File: src/rtl/buzzer_beep_driver_pkg.sv
// Shared constants for the buzzer beep driver: FSM state encoding and
// default 25 MHz timing (100 ms beep, 100 ms gap, 1 kHz tone).
package buzzer_beep_driver_pkg;

    localparam logic [1:0] S_IDLE = 2'd0;
    localparam logic [1:0] S_ON   = 2'd1;
    localparam logic [1:0] S_OFF  = 2'd2;

    localparam int unsigned DEF_ON_CYCLES   = 2_500_000;
    localparam int unsigned DEF_OFF_CYCLES  = 2_500_000;
    localparam int unsigned DEF_CNT_WIDTH   = 22;
    localparam int unsigned DEF_COUNT_WIDTH = 4;
    localparam int unsigned DEF_TONE_HALF   = 12_500;

endpackage

File: src/rtl/buzzer_tone_gen.sv
// Square-wave tone generator for a passive buzzer. The output is registered,
// starts high on the cycle after restart_i and toggles every TONE_HALF enabled
// cycles; it is forced low whenever en_i is low.
module buzzer_tone_gen #(
    parameter int unsigned TONE_HALF = 12_500
) (
    input  logic clk,
    input  logic rst,
    input  logic restart_i,
    input  logic en_i,
    output logic tone_o
);

    localparam int unsigned TW = (TONE_HALF > 1) ? $clog2(TONE_HALF) : 1;

    logic [TW-1:0] tcnt_q, tcnt_d;
    logic          tone_q, tone_d;

    // Next tone phase: restart high, toggle at half-period, silent when disabled.
    always_comb begin
        tcnt_d = tcnt_q;
        tone_d = tone_q;
        if (restart_i) begin
            tcnt_d = '0;
            tone_d = 1'b1;
        end else if (!en_i) begin
            tcnt_d = '0;
            tone_d = 1'b0;
        end else if (tcnt_q == TW'(TONE_HALF - 1)) begin
            tcnt_d = '0;
            tone_d = ~tone_q;
        end else begin
            tcnt_d = tcnt_q + TW'(1);
        end
    end

    // Tone state registers with synchronous reset.
    always_ff @(posedge clk) begin
        if (rst) begin
            tcnt_q <= '0;
            tone_q <= 1'b0;
        end else begin
            tcnt_q <= tcnt_d;
            tone_q <= tone_d;
        end
    end

    assign tone_o = tone_q;

endmodule

File: src/rtl/buzzer_beep_driver.sv
// Buzzer/LED beep-train driver: turns a one-cycle start pulse into N timed
// beeps with busy/done handshake and abort. Reset input rst_n is synchronous
// and active-high. Optional macro BUZZER_TONE_EN selects a square-wave tone
// during beeps (passive buzzer) instead of a steady high drive.
module buzzer_beep_driver
    import buzzer_beep_driver_pkg::*;
#(
    parameter int unsigned ON_CYCLES   = DEF_ON_CYCLES,
    parameter int unsigned OFF_CYCLES  = DEF_OFF_CYCLES,
    parameter int unsigned CNT_WIDTH   = DEF_CNT_WIDTH,
    parameter int unsigned COUNT_WIDTH = DEF_COUNT_WIDTH,
    parameter int unsigned TONE_HALF   = DEF_TONE_HALF
) (
    input  logic                   clk,
    input  logic                   rst_n,
    input  logic                   start,
    input  logic [COUNT_WIDTH-1:0] beep_count,
    input  logic                   stop,
    output logic                   busy,
    output logic                   done,
    output logic                   drive
);

    // Reject degenerate timing at elaboration.
    if (ON_CYCLES == 0 || OFF_CYCLES == 0 || TONE_HALF == 0) begin : g_bad_cfg
        $error("buzzer_beep_driver: ON_CYCLES, OFF_CYCLES and TONE_HALF must be >= 1");
    end

    logic [1:0]             state_q, state_d;
    logic [CNT_WIDTH-1:0]   cnt_q, cnt_d;
    logic [COUNT_WIDTH-1:0] rem_q, rem_d;
    logic                   busy_q, busy_d;
    logic                   done_q, done_d;

    // Next-state logic: phase counting, beep bookkeeping and abort.
    always_comb begin
        state_d = state_q;
        cnt_d   = cnt_q;
        rem_d   = rem_q;
        done_d  = 1'b0;
        case (state_q)
            S_IDLE: begin
                if (start && !stop) begin
                    if (beep_count != '0) begin
                        rem_d   = beep_count;
                        cnt_d   = '0;
                        state_d = S_ON;
                    end else begin
                        done_d = 1'b1;
                    end
                end
            end
            S_ON: begin
                if (cnt_q == CNT_WIDTH'(ON_CYCLES - 1)) begin
                    cnt_d = '0;
                    if (rem_q == COUNT_WIDTH'(1)) begin
                        rem_d   = '0;
                        done_d  = 1'b1;
                        state_d = S_IDLE;
                    end else begin
                        rem_d   = rem_q - COUNT_WIDTH'(1);
                        state_d = S_OFF;
                    end
                end else begin
                    cnt_d = cnt_q + CNT_WIDTH'(1);
                end
            end
            S_OFF: begin
                if (cnt_q == CNT_WIDTH'(OFF_CYCLES - 1)) begin
                    cnt_d   = '0;
                    state_d = S_ON;
                end else begin
                    cnt_d = cnt_q + CNT_WIDTH'(1);
                end
            end
            default: begin
                state_d = S_IDLE;
                cnt_d   = '0;
                rem_d   = '0;
            end
        endcase
        // Abort wins over everything, including a simultaneous start in IDLE.
        if (stop) begin
            state_d = S_IDLE;
            cnt_d   = '0;
            rem_d   = '0;
            done_d  = 1'b0;
        end
        busy_d = (state_d != S_IDLE);
    end

    // State and handshake registers.
    always_ff @(posedge clk) begin
        if (rst_n) begin
            state_q <= S_IDLE;
            cnt_q   <= '0;
            rem_q   <= '0;
            busy_q  <= 1'b0;
            done_q  <= 1'b0;
        end else begin
            state_q <= state_d;
            cnt_q   <= cnt_d;
            rem_q   <= rem_d;
            busy_q  <= busy_d;
            done_q  <= done_d;
        end
    end

    assign busy = busy_q;
    assign done = done_q;

`ifdef BUZZER_TONE_EN
    logic tone_restart_c;
    logic tone_en_c;

    // Tone restarts on every ON entry and runs only while ON.
    assign tone_restart_c = (state_d == S_ON) && (state_q != S_ON) && !rst_n;
    assign tone_en_c      = (state_d == S_ON);

    buzzer_tone_gen #(
        .TONE_HALF (TONE_HALF)
    ) u_tone (
        .clk       (clk),
        .rst       (rst_n),
        .restart_i (tone_restart_c),
        .en_i      (tone_en_c),
        .tone_o    (drive)
    );
`else
    logic drive_q;

    // Steady drive for the whole ON phase.
    always_ff @(posedge clk) begin
        if (rst_n) begin
            drive_q <= 1'b0;
        end else begin
            drive_q <= (state_d == S_ON);
        end
    end

    assign drive = drive_q;
`endif

endmodule

File: config.mk
export PLATFORM = sky130hd
export DESIGN_NAME = buzzer_beep_driver
export DESIGN_NICKNAME = d
export VERILOG_FILES = /design/src/rtl/buzzer_beep_driver_pkg.sv /design/src/rtl/buzzer_tone_gen.sv /design/src/rtl/buzzer_beep_driver.sv
export SDC_FILE = /design/constraint.sdc
export NUM_CORES = 1
export LEC_CHECK = 0
export CAP_MARGIN = 5
export CORE_MARGIN = 2
export CORE_UTILIZATION = 61
export CTS_BUF_LIST = sky130_fd_sc_hd__clkbuf_2 sky130_fd_sc_hd__clkbuf_4 sky130_fd_sc_hd__clkbuf_8
export DETAILED_ROUTE_END_ITERATION = 6
export GPL_TIMING_DRIVEN = 0
export HOLD_SLACK_MARGIN = 0.03
export PLACE_DENSITY = 0.84
export REMOVE_ABC_BUFFERS = 1
export SLEW_MARGIN = 25
export SYNTH_ARGS = -nofsm -noshare
export SYNTH_HDL_FRONTEND = slang
export SYNTH_SLANG_ARGS = --single-unit
File: constraint.sdc
create_clock -name clk -period 2.4 [get_ports clk]
set_input_delay 0.36 -clock clk [delete_from_list [all_inputs] [get_ports clk]]
set_output_delay 0.36 -clock clk [all_outputs]
set_load 0.01 [all_outputs]
==> results.sh <==
export IMPL_synthFlopType="dfxtp_1"
export IMPL_ys_seq_area_frac=0.3533
export IMPL_maxSlewHeadroom=0.5107
export IMPL_cts_tree="done"
export IMPL_syn_avg_cell_area_sq_um=8.405
export IMPL_final_nets=236
export IMPL_synthesis_area_sq_mm=0.001757
export IMPL_clkTransAtPathRegs_ns=0.09
export IMPL_synth_edff_count=0
export IMPL_synth_compound_area_frac=0.1261
export IMPL_syn_to_final_growth_pct=14.17
export IMPL_crit_required_ns=2.64
export IMPL_cts_max_level=2
export IMPL_grt_usage=0.2733
export IMPL_grt_antenna_before_repair=0
export IMPL_dieHeight_microns=57.67
export IMPL_p_sw_uw=235.0
export IMPL_final_util=0.7273
export IMPL_drive_gt1_frac=0.1126
export IMPL_tns_ns=0
export IMPL_ir_drop_v=0.0005141
export IMPL_drc_errors=0
export IMPL_p_per_area_mw_per_mm2=515.5
export IMPL_dp_hpwl_mm=2.844
export IMPL_worstReg2RegStart="cnt_q[15]$_SDFFE_PP0P_"
export IMPL_power_share_clock=0.416
export IMPL_maxSlewViolCount=0
export IMPL_yosys_area_share_simple=0.3305
export IMPL_grt_pass1_wl_mm=6.962
export IMPL_yosys_area_share_adder=0.04986
export IMPL_worst_slack_ns=0.09948
export IMPL_seqCellArea_sq_um=620.6
export IMPL_wl_met3_microns=339
export IMPL_dr_pass1_iters=4
export IMPL_critPathLaunchType="flip-flop"
export IMPL_pre_cts_slack_ns=-0.1942
export IMPL_netlist_cell_type_count=43
export IMPL_synthMuxAreaShare=0
export IMPL_fillers=217
export IMPL_ant_nets=0
export IMPL_insertion_delay_ns=0.34
export IMPL_design_area_sq_mm=0.002006
export IMPL_place_area_sq_mm=0.001866
export IMPL_ys_seq_elements=31
export IMPL_clockRootBuffer="clkbuf_4"
export IMPL_synthCells=209
export IMPL_synth_xor_area_frac=0.09972
export IMPL_async_reset_ff_frac=0
export IMPL_dr_wl_met2_mm=2.029
export IMPL_fin_crit_ns=2.301
export IMPL_finClkSkew_ns=0.005926
export IMPL_cts_sinks=31
export IMPL_worstMarginPinSlew_ns=0.7275
export IMPL_hold_depth=2
export IMPL_die_w_microns=57.67
export IMPL_p_leak_nw=0.6658
export IMPL_drt_total_wl_mm=4.191
export IMPL_min_period_over_period=0.9585
export IMPL_grt_pass1_vias=1596
export IMPL_grt_ovfl_total=0
export IMPL_dieArea_sq_mm=0.003325
export IMPL_most_common_layout_cells="31 x dfxtp_1, 25 x nor2_1, 15 x nand4_1"
export IMPL_routed_via_density=6.462
export IMPL_place_congestion=0.9226
export IMPL_num_antenna_cells=0
export IMPL_seq_power_share=0.504
export IMPL_start_util=0.6370
export IMPL_num_rows=19
export IMPL_setup_viol=0
export IMPL_hold_path_end="cnt_q[1]$_SDFFE_PP0P_"
export IMPL_grt_start_max_net_pins=23
export IMPL_hold_slack_ns=0.4923
export IMPL_highest_layer="met4"
export IMPL_core_sq_mm=0.002758
export IMPL_clock_path_buffers=2
export IMPL_hold_path_class="reg -> reg"
export IMPL_via_count=1635
export IMPL_synth_top_family_by_area="simple AND/OR/NAND/NOR gates"
export IMPL_final_common_cell="dfxtp_1"
export IMPL_status="completed"
export IMPL_finalNonFillerCells=253
export IMPL_r2r_end="rem_q[0]$_SDFFE_PP0P_"
export IMPL_worstSetupEndpointType="flip-flop"
export IMPL_cp_arrival_ns=2.54
export IMPL_worst_r2r_path_depth=5
export IMPL_hold_viol=0
export IMPL_switching_share=0.2273
export IMPL_dr_first_iter_drc_count=82
export IMPL_path_class="reg -> reg"
export IMPL_hold_start="cnt_q[1]$_SDFFE_PP0P_"
export IMPL_ys_warnings_count=0
export IMPL_port_buffers=10
export IMPL_met1_length_mm=1.715
export IMPL_p_total_mw=1.034
export IMPL_drt_wirelength_per_cell_microns=16.57
export IMPL_cts_made_buffers=5
export IMPL_multi_input_area_sq_mm=0.001089
export IMPL_power_frac_comb=0.080
export IMPL_io_pins=11
export IMPL_cts_hold_buf=0
export IMPL_crit_fanout=7
export IMPL_cap_violations=0
export IMPL_rrSetupSlack_ns=0.1
export IMPL_dp_cells=239
export IMPL_rsz0062_at_grt="no"
export IMPL_p_int_uw=798.9
export IMPL_fmax_mhz=434.7
==> power by group through the flow <==
stage	logic, mW	registers [mW]	clock network [mW]
2_1_floorplan	0.0379	0.532	0
3_3_place_gp	0.0634	0.533	0
3_5_place_dp	0.0696	0.533	0
4_1_cts	0.0730	0.521	0.441
5_1_grt	0.0880	0.522	0.467
6_report	0.0828	0.521	0.430
==> cells by family after synthesis <==
logic type                 count (synthesis)
DFF                                       31
AOI/OAI and AO/OA                         32
xor gates and xnor gates                  20
adders and majority gates                  7
and+or+nand+nor                          101
buffers and inverters                     18
==> worst max path at each step <==
stage | startpoint | cells after the start | end
global placement | stop | 6 | rem_q[2]$_SDFFE_PP0P_
floorplan | cnt_q[11]$_SDFFE_PP0P_ | 5 | cnt_q[0]$_SDFFE_PP0P_
global route | cnt_q[15]$_SDFFE_PP0P_ | 5 | rem_q[0]$_SDFFE_PP0P_
detailed placement | stop | 5 | cnt_q[19]$_SDFFE_PP0P_
finish | cnt_q[15]$_SDFFE_PP0P_ | 5 | rem_q[0]$_SDFFE_PP0P_
CTS | cnt_q[4]$_SDFFE_PP0P_ | 5 | cnt_q[19]$_SDFFE_PP0P_
==> registers in the layout, indices dropped and copies added (netlist names) <==
name	cells
busy	1
cnt_q	22
done	1
drive	1
rem_q	4
state_q	2
==> synth_stat cells, types with 2 or more instances <==
master / number / share of area
dfxtp_1: 31 / 0.35
nor2_1: 25 / 0.053
nand4_1: 15 / 0.053
xor2_1: 12 / 0.060
nand2_1: 9 / 0.019
a21oi_1: 8 / 0.023
clkbuf_1: 8 / 0.017
nand3_1: 8 / 0.023
xnor2_1: 8 / 0.040
ha_1: 7 / 0.050
nor3_1: 7 / 0.020
and3_1: 6 / 0.021
inv_1: 6 / 0.013
o21ai_0: 6 / 0.017
nor4_1: 5 / 0.018
a211oi_1: 3 / 0.013
and2_1: 3 / 0.011
buf_2: 3 / 0.0085
nand2b_1: 3 / 0.011
nand4b_1: 3 / 0.015
nor3b_1: 3 / 0.013
a2111oi_2: 2 / 0.017
a21boi_0: 2 / 0.0085
a31oi_1: 2 / 0.0071
and4_1: 2 / 0.010
nor2b_1: 2 / 0.0071
o41ai_1: 2 / 0.010
or3_1: 2 / 0.0071
or4_4: 2 / 0.013
==> what timing repair did <==
item	in CTS	in global routing
resized for setup	1	0
setup buffers	0	5
pin swaps	0	3
endpoints found under the setup margin	22	25
gates cloned	0	1
==> worst max-delay path: stages (launching register included) <==
cell       delay (ns)
dfxtp_1          0.38
or4b_1           0.63
or4_4            0.46
o21ai_2          0.22
nand2_2          0.12
a2111oi_2        0.38
==> layer usage <==
| metal | up-vias | track usage |
|---|---|---|
| met4 | 0 | 0.1462 |
| met5 | - | 0 |
| li1 | 785 | - |
| met2 | 76 | 0.4545 |
| met1 | 761 | 0.3191 |
| met3 | 13 | 0.07589 |
==> final cells by class <==
| cell class | instances | share of cell area |
|---|---|---|
| multi-input cells | 161 | 0.5427 |
| flip-flops and latches | 31 | 0.3094 |
| repair buffers | 16 | 0.07424 |
| clock buffers | 6 | 0.02558 |
| well taps | 31 | 0.01934 |
| clock inverters | 2 | 0.01747 |
| inverters | 6 | 0.01123 |
(Power assumes the default switching activity.)
